`src/rtl/gmii_rx_pkg.sv`:
```
`default_nettype none
// ============================================================================
//  Module   : gmii_rx_pkg
//  Purpose  : Shared definitions for the GMII receive deframer and the
//             CRC-32 byte engine (state encodings, framing and CRC
//             constants, status bit positions).
//  Revision : 1.0 - initial release
// ============================================================================
package gmii_rx_pkg;

  typedef enum logic [1:0] {
    ST_DISCARD  = 2'd0,
    ST_IDLE     = 2'd1,
    ST_PREAMBLE = 2'd2,
    ST_DATA     = 2'd3
  } rx_state_t;

  localparam logic [7:0]  SFD         = 8'hD5;
  localparam logic [7:0]  PRE         = 8'h55;
  localparam logic [31:0] CRC_INIT    = 32'hFFFF_FFFF;
  localparam logic [31:0] CRC_RESIDUE = 32'hDEBB_20E3;
  localparam logic [31:0] CRC_POLY    = 32'hEDB8_8320;

  // status = {rx_er_seen, len_bad, crc_bad}
  localparam int STAT_W       = 3;
  localparam int STAT_CRC_BAD = 0;
  localparam int STAT_LEN_BAD = 1;
  localparam int STAT_RX_ER   = 2;

  localparam int          LEN_W     = 16;
  localparam int          DLY_DEPTH = 5;      // last payload byte + 4 FCS bytes
  localparam logic [2:0]  DLY_FULL  = 3'd5;
  localparam logic [2:0]  PRE_MAX   = 3'd7;   // longest accepted preamble

endpackage
`default_nettype wire

```
`src/rtl/crc32_byte.sv`:
```
`default_nettype none
// ============================================================================
//  Module   : crc32_byte
//  Purpose  : Combinational byte-parallel CRC-32 next-state (reflected,
//             polynomial EDB88320). No init or final XOR applied here.
//  Ports    : crc_in  [31:0] current CRC register
//             data    [7:0]  byte to absorb (LSB first on the wire)
//             crc_out [31:0] CRC register after absorbing data
//  Revision : 1.0 - initial release
// ============================================================================
module crc32_byte
  import gmii_rx_pkg::*;
(
  input  logic [31:0] crc_in,
  input  logic [7:0]  data,
  output logic [31:0] crc_out
);

  logic [31:0] w_c;

  always_comb begin
    w_c = crc_in ^ {24'h0, data};
    for (int i = 0; i < 8; i++) begin
      if (w_c[0]) w_c = (w_c >> 1) ^ CRC_POLY;
      else        w_c = w_c >> 1;
    end
    crc_out = w_c;
  end

endmodule
`default_nettype wire

```
`src/rtl/gmii_rx_deframer.sv`:
```
`default_nettype none
// ============================================================================
//  Module   : gmii_rx_deframer
//  Purpose  : GMII receive frame extractor. Strips preamble/SFD, checks
//             FCS and length, drops the 4 FCS bytes and streams payload with
//             an end-of-frame marker, per-frame status and good/bad counters.
//  Ports    : RX_CLK, rst_n (async, active-low)
//             RXD[7:0], RX_DV, RX_ER          GMII receive inputs
//             out_data[7:0], out_valid, out_last  payload stream
//             status_valid, status[2:0]       {rx_er_seen, len_bad, crc_bad}
//             good_frames, bad_frames         saturating frame counters
//  Revision : 1.0 - initial release
// ============================================================================
module gmii_rx_deframer
  import gmii_rx_pkg::*;
#(
  parameter int MIN_LEN = 64,
  parameter int MAX_LEN = 1518,
  parameter int CNT_W   = 16
) (
  input  logic              RX_CLK,
  input  logic              rst_n,
  input  logic [7:0]        RXD,
  input  logic              RX_DV,
  input  logic              RX_ER,
  output logic [7:0]        out_data,
  output logic              out_valid,
  output logic              out_last,
  output logic              status_valid,
  output logic [STAT_W-1:0] status,
  output logic [CNT_W-1:0]  good_frames,
  output logic [CNT_W-1:0]  bad_frames
);

  rx_state_t                       r_state, w_state_next;
  logic [2:0]                      r_pre_cnt, w_pre_cnt_next;
  logic                            w_shift, w_end;
  logic [31:0]                     r_crc, w_crc_next;
  logic [LEN_W-1:0]                r_len;
  logic [DLY_DEPTH-1:0][7:0]       r_dly;       // r_dly[DLY_DEPTH-1] is oldest
  logic [2:0]                      r_fill;
  logic                            r_rx_er;
  logic                            w_full;
  logic [STAT_W-1:0]               w_status;

  crc32_byte u_crc (
    .crc_in  (r_crc),
    .data    (RXD),
    .crc_out (w_crc_next)
  );

  // -------------------------------------------------------------------------
  // Framing FSM
  // -------------------------------------------------------------------------
  always_ff @(posedge RX_CLK or negedge rst_n) begin
    if (!rst_n) begin
      r_state   <= ST_DISCARD;
      r_pre_cnt <= 3'd0;
    end else begin
      r_state   <= w_state_next;
      r_pre_cnt <= w_pre_cnt_next;
    end
  end

  always_comb begin
    w_state_next   = r_state;
    w_pre_cnt_next = r_pre_cnt;
    w_shift        = 1'b0;
    w_end          = 1'b0;
    case (r_state)
      ST_DISCARD: if (!RX_DV) w_state_next = ST_IDLE;
      ST_IDLE: begin
        if (RX_DV) begin
          if (RXD == SFD) begin
            w_state_next = ST_DATA;
          end else if (RXD == PRE) begin
            w_state_next   = ST_PREAMBLE;
            w_pre_cnt_next = 3'd1;
          end else begin
            w_state_next = ST_DISCARD;
          end
        end
      end
      ST_PREAMBLE: begin
        if (!RX_DV) begin
          w_state_next = ST_IDLE;
        end else if (RXD == SFD) begin
          w_state_next = ST_DATA;
        end else if (RXD == PRE) begin
          if (r_pre_cnt == PRE_MAX) w_state_next = ST_DISCARD;
          else w_pre_cnt_next = r_pre_cnt + 3'd1;
        end else begin
          w_state_next = ST_DISCARD;
        end
      end
      ST_DATA: begin
        if (RX_DV) begin
          w_shift = 1'b1;
        end else begin
          w_end        = 1'b1;
          w_state_next = ST_IDLE;
        end
      end
      default: w_state_next = ST_DISCARD;
    endcase
  end

  // -------------------------------------------------------------------------
  // Datapath: CRC, length, FCS-stripping delay line, status
  // -------------------------------------------------------------------------
  // A full delay line means the oldest entry cannot be FCS, so it is payload.
  assign w_full = (r_fill == DLY_FULL);

  always_comb begin
    w_status               = '0;
    w_status[STAT_CRC_BAD] = (r_crc != CRC_RESIDUE);
    w_status[STAT_LEN_BAD] = (r_len < LEN_W'(MIN_LEN)) || (r_len > LEN_W'(MAX_LEN));
    w_status[STAT_RX_ER]   = r_rx_er;
  end

  always_ff @(posedge RX_CLK or negedge rst_n) begin
    if (!rst_n) begin
      r_crc        <= CRC_INIT;
      r_len        <= '0;
      r_dly        <= '0;
      r_fill       <= 3'd0;
      r_rx_er      <= 1'b0;
      out_data     <= 8'h00;
      out_valid    <= 1'b0;
      out_last     <= 1'b0;
      status_valid <= 1'b0;
      status       <= '0;
    end else begin
      out_valid    <= 1'b0;
      out_last     <= 1'b0;
      status_valid <= 1'b0;
      if (w_shift) begin
        r_crc   <= w_crc_next;
        if (r_len != '1) r_len <= r_len + LEN_W'(1);
        r_dly   <= {r_dly[DLY_DEPTH-2:0], RXD};
        if (!w_full) r_fill <= r_fill + 3'd1;
        r_rx_er <= r_rx_er | RX_ER;
        if (w_full) begin
          out_valid <= 1'b1;
          out_data  <= r_dly[DLY_DEPTH-1];
        end
      end else if (w_end) begin
        if (w_full) begin
          out_valid <= 1'b1;
          out_last  <= 1'b1;
          out_data  <= r_dly[DLY_DEPTH-1];
        end
        status_valid <= 1'b1;
        status       <= w_status;
        // Re-arm in the same cycle so a frame can follow after one idle cycle.
        r_crc   <= CRC_INIT;
        r_len   <= '0;
        r_dly   <= '0;
        r_fill  <= 3'd0;
        r_rx_er <= 1'b0;
      end
    end
  end

  // -------------------------------------------------------------------------
  // Saturating frame counters, driven by the registered status pulse
  // -------------------------------------------------------------------------
  always_ff @(posedge RX_CLK or negedge rst_n) begin
    if (!rst_n) begin
      good_frames <= '0;
      bad_frames  <= '0;
    end else if (status_valid) begin
      if (status == '0) begin
        if (good_frames != '1) good_frames <= good_frames + CNT_W'(1);
      end else begin
        if (bad_frames != '1) bad_frames <= bad_frames + CNT_W'(1);
      end
    end
  end

endmodule
`default_nettype wire
```
`config.mk`:
```
export PLATFORM = sky130hd
export DESIGN_NAME = gmii_rx_deframer
export DESIGN_NICKNAME = d
export VERILOG_FILES = /design/src/rtl/gmii_rx_pkg.sv /design/src/rtl/crc32_byte.sv /design/src/rtl/gmii_rx_deframer.sv
export SDC_FILE = /design/constraint.sdc
export NUM_CORES = 1
export LEC_CHECK = 0
export ABC_AREA = 1
export CORE_MARGIN = 2
export CORE_UTILIZATION = 63
export CTS_CLUSTER_SIZE = 14
export DETAILED_ROUTE_END_ITERATION = 10
export HOLD_SLACK_MARGIN = 0.05
export PLACE_DENSITY = 0.94
export SYNTH_ARGS = -nofsm -noshare
export SYNTH_HDL_FRONTEND = slang
export SYNTH_SLANG_ARGS = --single-unit
```
`constraint.sdc`:
```
create_clock -name RX_CLK -period 4.1 [get_ports RX_CLK]
set_input_delay 0.82 -clock RX_CLK [delete_from_list [all_inputs] [get_ports RX_CLK]]
set_output_delay 0.82 -clock RX_CLK [all_outputs]
set_load 0.02 [all_outputs]
```
==> impl_metrics.env, run 1 <==
export IMPL_critPathTopFamily="simple AND/OR/NAND/NOR gates"
export IMPL_reg2regPathDepth=9
export IMPL_n_fill_cell=758
export IMPL_die_width_um=114
export IMPL_hold_path_class="input pin to asynchronous set/reset pin"
export IMPL_die_area_um2=13000
export IMPL_setup_violations=0
export IMPL_clock_fmax_mhz=383
export IMPL_cts_root_buf="clkbuf_16"
export IMPL_dp_cells=1127
export IMPL_path_cells="clkdlybuf4s50_1, inv_2, nand2_1, nand2_1, nand2_1, nand2_1, nand2_1, nand2_1, nand2_1, nand2_1, nand2_1, nand3_1, nand2_1, inv_1"
export IMPL_cp_required_ps=4470
export IMPL_drv_slew=0
export IMPL_fin_ws_ps=1490
export IMPL_tightest_slew_ps=838
export IMPL_arrival_ps=2980
export IMPL_grt_setup_unrepaired="no"
export IMPL_drt_initial_drc_count=857
export IMPL_synth_top_cell_by_area="dfrtp_1"
export IMPL_fp_dieH_um=114
export IMPL_io_buffers=57
export IMPL_max_cap_viol_count=0
export IMPL_yosys_top_cells_count="250 x nand2_1, 125 x inv_1, 111 x dfrtp_1"
export IMPL_yosysWarnings=0
export IMPL_postRouteAntennaNets=0
export IMPL_synthMuxAreaShare=0
export IMPL_p_leak_nw=4.40
export IMPL_ys_async_sr_fraction=1.00
export IMPL_synth_compound_area_frac=0.0933
export IMPL_synth_top_family_by_area="simple AND/OR/NAND/NOR gates"
export IMPL_wl_per_cell_um=15.9
export IMPL_gp_congestion=0.959
export IMPL_maxSlewHeadroom=0.440
export IMPL_clock_sinks=143
export IMPL_p_per_area_nw_per_um2=501
export IMPL_syn_avg_cell_area_um2=8.08
export IMPL_synth_adder_area_share=0.0181
export IMPL_endpoint_kind="flip-flop"
export IMPL_ir_drop_mv=0.252
export IMPL_initial_core_util=0.638
export IMPL_status="finished, final reports clean"
export IMPL_drive_gt1_frac=0.112
export IMPL_synth_edff_count=0
export IMPL_ys_ff_latch=143
export IMPL_grt_usage=0.303
export IMPL_num_antenna_cells=0
export IMPL_ios=58
export IMPL_layoutNonFillerInstCount=1159
export IMPL_cts_setup_buffers=0
export IMPL_yosysTopAreaCellShare=0.365
export IMPL_cp_slowest_stage_delay_ps=510
export IMPL_startpoint_type="input pin"
export IMPL_worstPathMaxFanout=14
export IMPL_ys_seq_area_frac=0.476
export IMPL_cts_resized=0
export IMPL_dr_pass1_iters=6
export IMPL_synth_simple_gate_area_frac=0.250
export IMPL_preCtsSetupSlack_ps=1100
export IMPL_clk_pin_slew_ps=60
export IMPL_viasPerCell=5.81
export IMPL_drc=0
export IMPL_antenna_found_initial=0
export IMPL_ctsHoldBuffers=0
export IMPL_grt_first_pass_wirelength_mm=31.1
export IMPL_synthDistinctLibCells=40
export IMPL_clk_latency_ps=420
export IMPL_ys_top_cells_by_area="dfrtp_1 37%, nand2_1 12%, dfstp_2 11%, inv_1 6.2%, xor2_1 5.3%"
export IMPL_timing_hold_violations_final=0
export IMPL_critPathKind="input pin to flip-flop"
export IMPL_cts_max_level=4
export IMPL_crit_path_frequent_cell="nand2_1"
export IMPL_syn_cell_area_um2=7600
export IMPL_syn_nets=963
export IMPL_place_hpwl_mm=11.8
export IMPL_period_needed_ps=2610
export IMPL_cts_tree="yes"
export IMPL_cpMaxStageDelayCell="nand2_1"
export IMPL_path_buf_inv=3
export IMPL_synth_most_common_cell="nand2_1"
export IMPL_path_depth=14
export IMPL_synth_xor_xnor_area_share=0.0784
export IMPL_wl_mm=18.4
export IMPL_final_util=0.748
export IMPL_clockBufferDepth=2
export IMPL_core_um2=11900
export IMPL_grt_pass1_vias=6598
export IMPL_post_route_period_util=0.636
export IMPL_ys_flop_type="dfrtp_1"
export IMPL_num_vias=6734
export IMPL_row_count=40
export IMPL_clock_skew_ps=6.72
export IMPL_syn_inst=940
export IMPL_overflow=0
export IMPL_totalNegativeSetupSlack_ps=0
export IMPL_nNetsFinal=1022
export IMPL_synthToLayoutAreaGrowth_pct=17.2
export IMPL_grt_max_degree=93
export IMPL_cts_buffers=17
-- per-stage QoR --
stage | total power [W] | hold slack (ps) | cell area, um2
floorplan | 0.00256 | 446 | 7600
global route | 0.00468 | 520 | 8910
global placement | 0.00278 | 464 | 8300
CTS | 0.00444 | 484 | 8910
finish | 0.00446 | 464 | 8910
detailed placement | 0.00284 | 471 | 8300
-- kinds of logic (layout without fill, tap and decap cells) --
| group | count (synthesis) | after routing |
|---|---|---|
| compound gates | 118 | 118 |
| xor+xnor | 68 | 68 |
| fa+ha+maj | 11 | 11 |
| buf+inv | 166 | 238 |
| flops | 143 | 143 |
| simple gates | 434 | 434 |
-- report_power, final --
| group | total (W) | internal (W) | switching [W] |
|---|---|---|---|
| clock network | 0.00159 | 0.00100 | 0.000586 |
| registers | 0.00182 | 0.00167 | 0.000145 |
| logic | 0.00105 | 0.000385 | 0.000669 |
| total | 0.00446 | 0.00306 | 0.00140 |
-- final cells by class --
| type | instances | area, um2 | share of cell area |
|---|---|---|---|
| Clock buffer | 22 | 474 | 0.0532 |
| Sequential cell | 143 | 3620 | 0.406 |
| Inverter | 145 | 544 | 0.0611 |
| Timing Repair Buffer | 61 | 602 | 0.0676 |
| Tap cell | 147 | 184 | 0.0207 |
| Clock inverter | 10 | 136 | 0.0153 |
| Multi-Input combinational cell | 631 | 3350 | 0.376 |
-- flip-flops by register name (all words and copies together), names as in the netlist --
signal,cells
r_pre_cnt,3
r_len,16
r_rx_er,1
r_crc,32
r_state,2
out_data,8
out_valid,1
r_dly,40
status_valid,1
good_frames,16
bad_frames,16
r_fill,3
out_last,1
status,3
-- layout by cell type, fill, tap and decap left out, types with 4 or more instances in the layout --
cell type        count
nand2_1            250
inv_1              125
dfrtp_1            111
nor2_1              61
nand3_1             56
clkdlybuf4s50_1     56
o22ai_1             53
xor2_1              46
dfstp_2             32
xnor2_1             22
inv_2               19
o21ai_1             19
a21oi_1             18
nand4_1             18
clkbuf_16           17
nor3_1              15
o21ai_0             14
ha_1                10
nand2_2              9
nor4_1               7
o21bai_1             5
buf_4                4
-- metal layers --
metal | part of all wire | track usage | vias up
met3 | 0.074 | 0.0547 | 86
met5 | 0 | 0 | -
met2 | 0.50 | 0.504 | 360
li1 | - | - | 3139
met4 | 0.039 | 0.165 | 0
met1 | 0.39 | 0.378 | 3149
-- final timing paths --
path,from,to,slack [ps]
worst max-delay path,RXD[0],r_crc[19]$_DFFE_PN1P_,1490
min in group RX_CLK,out_data[7]$_DFFE_PN0P_,out_data[7]$_DFFE_PN0P_,480
worst min-delay path,rst_n,bad_frames[3]$_DFFE_PN0P_,460
max in group asynchronous,rst_n,r_crc[15]$_DFFE_PN1P_,2700
worst min register to register,out_data[7]$_DFFE_PN0P_,out_data[7]$_DFFE_PN0P_,480
worst max register to register,r_state[0]$_DFFE_PN0P_,r_crc[1]$_DFFE_PN1P_,1820
Note: power is estimated with default switching activity, not from simulation.
==> inputs of run 2 (changes only) <==
--- a/config.mk
+++ b/config.mk
@@ -7,11 +7,11 @@
 export LEC_CHECK = 0
 export ABC_AREA = 1
 export CORE_MARGIN = 2
-export CORE_UTILIZATION = 63
+export CORE_UTILIZATION = 59
 export CTS_CLUSTER_SIZE = 14
 export DETAILED_ROUTE_END_ITERATION = 10
 export HOLD_SLACK_MARGIN = 0.05
-export PLACE_DENSITY = 0.94
+export PLACE_DENSITY = 0.89
 export SYNTH_ARGS = -nofsm -noshare
 export SYNTH_HDL_FRONTEND = slang
 export SYNTH_SLANG_ARGS = --single-unit
==> constraint.sdc (replaced) <==
create_clock -name RX_CLK -period 2.4 [get_ports RX_CLK]
set_input_delay 0.48 -clock RX_CLK [delete_from_list [all_inputs] [get_ports RX_CLK]]
set_output_delay 0.48 -clock RX_CLK [all_outputs]
set_load 0.02 [all_outputs]
==> run 2 against run 1 <==
Effect of this change:
- register-to-register slack worse by 1400 ps
- first-iteration DRC count down 9.0%
- sequential share of layout area down 0.51 points
- count of clock-buffer cells in the layout down 4
- routed wire length up 0.96%
- flip-flop and latch count unchanged
- combinational power up 72%
- sequential power up 70%
==> impl_metrics.env, run 2 (synthesis gave the netlist of run 1 again) <==
export IMPL_status="finished, final reports clean"
export IMPL_nNetsFinal=1033
export IMPL_clock_skew_ps=15.4
export IMPL_num_vias=6735
export IMPL_wl_met3_mm=1.17
export IMPL_largest_reg_flops=40
export IMPL_preCtsSetupSlack_ps=36.0
export IMPL_p_leak_nw=4.45
export IMPL_clock_fmax_mhz=494
export IMPL_layout_common_cells="250 x nand2_1, 125 x inv_1, 111 x dfrtp_1"
export IMPL_overflow=0
export IMPL_postRouteAntennaNets=0
export IMPL_period_needed_ps=2030
export IMPL_wl_per_cell_um=15.5
export IMPL_num_antenna_cells=0
export IMPL_hold_path_class="flip-flop to flip-flop"
export IMPL_antenna_found_initial=0
export IMPL_synthToLayoutAreaGrowth_pct=18.7
export IMPL_drc=0
export IMPL_maxSlewHeadroom=0.634
export IMPL_dpl_cell_area_um2=8440
export IMPL_min_from="r_rx_er$_DFFE_PN0P_"
export IMPL_setup_violations=0
export IMPL_viasPerCell=5.64
export IMPL_grt_setup_unrepaired="no"
export IMPL_rrSetupSlack_ps=410
export IMPL_path_buf_inv=1
export IMPL_p_per_area_nw_per_um2=828
export IMPL_mostFrequentLayoutCell="nand2_1"
export IMPL_totalNegativeSetupSlack_ps=0
export IMPL_top_register="r_dly"
export IMPL_io_buffers=57
export IMPL_cts_setup_buffers=0
export IMPL_final_area_um2=9020
export IMPL_fp_dieH_um=117
export IMPL_grt_first_pass_wirelength_mm=31.2
export IMPL_grt_usage=0.281
export IMPL_clk_latency_ps=430
export IMPL_critPathTopFamily="buffers and inverters"
export IMPL_tightest_slew_ps=544
export IMPL_arrival_ps=1550
export IMPL_n_fill_cell=927
export IMPL_initial_core_util=0.602
export IMPL_drt_initial_drc_count=780
export IMPL_row_count=41
export IMPL_cp_required_ps=1920
export IMPL_clock_sinks=143
export IMPL_cp_slowest_stage_delay_ps=660
export IMPL_critPathKind="flip-flop to output port"
export IMPL_ir_drop_mv=0.467
export IMPL_clockBufferDepth=2
export IMPL_worstPathMaxFanout=5
export IMPL_endpoint_kind="output port"
export IMPL_fin_ws_ps=374
export IMPL_cts_tree="yes"
export IMPL_drv_slew=0
export IMPL_wl_met1_mm=7.65
export IMPL_die_width_um=117
export IMPL_grt_pass1_vias=6546
export IMPL_path_cells="clkdlybuf4s50_1"
export IMPL_topRoutingLayerUsed="met4"
export IMPL_dr_pass1_iters=6
export IMPL_core_um2=12600
export IMPL_wl_mm=18.6
export IMPL_timing_hold_violations_final=0
export IMPL_ios=58
export IMPL_crit_start="bad_frames[13]$_DFFE_PN0P_"
export IMPL_drive_gt1_frac=0.122
export IMPL_gp_congestion=0.949
export IMPL_post_route_period_util=0.844
export IMPL_clk_pin_slew_ps=60
export IMPL_cts_root_buf="clkbuf_16"
export IMPL_cpMaxStageDelayCell="clkdlybuf4s50_1"
export IMPL_grt_max_degree=51
export IMPL_top_regs="r_dly (40), r_crc (32)"
export IMPL_max_cap_viol_count=0
export IMPL_cts_buffers=17
export IMPL_met2WireLength_mm=9.14
export IMPL_regToRegStartpoint="bad_frames[0]$_DFFE_PN0P_"
export IMPL_startpoint_type="flip-flop"
export IMPL_die_area_um2=13800
export IMPL_place_hpwl_mm=12.5
export IMPL_cts_max_level=4
run 2: cell types whose count changed in the layout (fill, tap and decap cells not counted), sizes merged:
cell,delta
buf,+10
clkinvlp,+1
clkinv,+1
clkbuf,-4
dlygate4sd3,+1
inv,+4
bufinv,-2
run 2: area by class of cell:
cell class | count | area [um2] | area share
flip-flops and latches | 143 | 3620 | 0.401
multi-input cells | 631 | 3350 | 0.371
repair buffers | 72 | 724 | 0.0803
inverters | 145 | 544 | 0.0603
clock buffers | 18 | 439 | 0.0487
well taps | 172 | 215 | 0.0239
clock inverters | 14 | 131 | 0.0146
run 2: power by group:
part | switching, W | leakage [nW] | internal (W)
registers | 0.000250 | 1.75 | 0.00286
clock network | 0.00109 | 0.270 | 0.00147
logic | 0.00112 | 2.43 | 0.000695
run 2: worst paths after layout:
check,depth (start not counted),to
min reg2reg,2,status[2]$_DFFE_PN0P_
min,2,status[2]$_DFFE_PN0P_
max in group asynchronous,3,r_crc[14]$_DFFE_PN1P_
max reg2reg,9,bad_frames[12]$_DFFE_PN0P_
max,1,bad_frames[13]
min in group asynchronous,2,bad_frames[7]$_DFFE_PN0P_
run 2: repair_timing:
item | 4_1_cts | 5_1_grt
gates resized for setup | 0 | 0
hold endpoints to repair | 46 | 0
hold buffers | 1 | 0
run 2: worst reg2reg max path, stage by stage, from the launching register on:
cell	delay, ps
dfrtp_1	430
ha_1	240
nand3_1	150
inv_1	90
nand4_1	90
nand2_1	260
inv_2	230
nand2_1	120
nor2_1	130
xor2_1	170
run 2: metrics by stage:
stage	instances	hold slack, ps	total power [W]	utilization
finish	1195	482	0.00747	0.715
global placement	1162	452	0.00482	0.669
floorplan	940	184	0.00438	-
detailed placement	1162	449	0.00490	0.669
global route	1195	510	0.00788	0.715
CTS	1195	481	0.00745	0.715
run 2: per-layer routing:
metal  GRT usage  vias to the layer above
li1            -                     3155
met1       0.351                     3225
met2       0.463                      289
met3      0.0736                       66
met4       0.124                        0
met5           0                        -
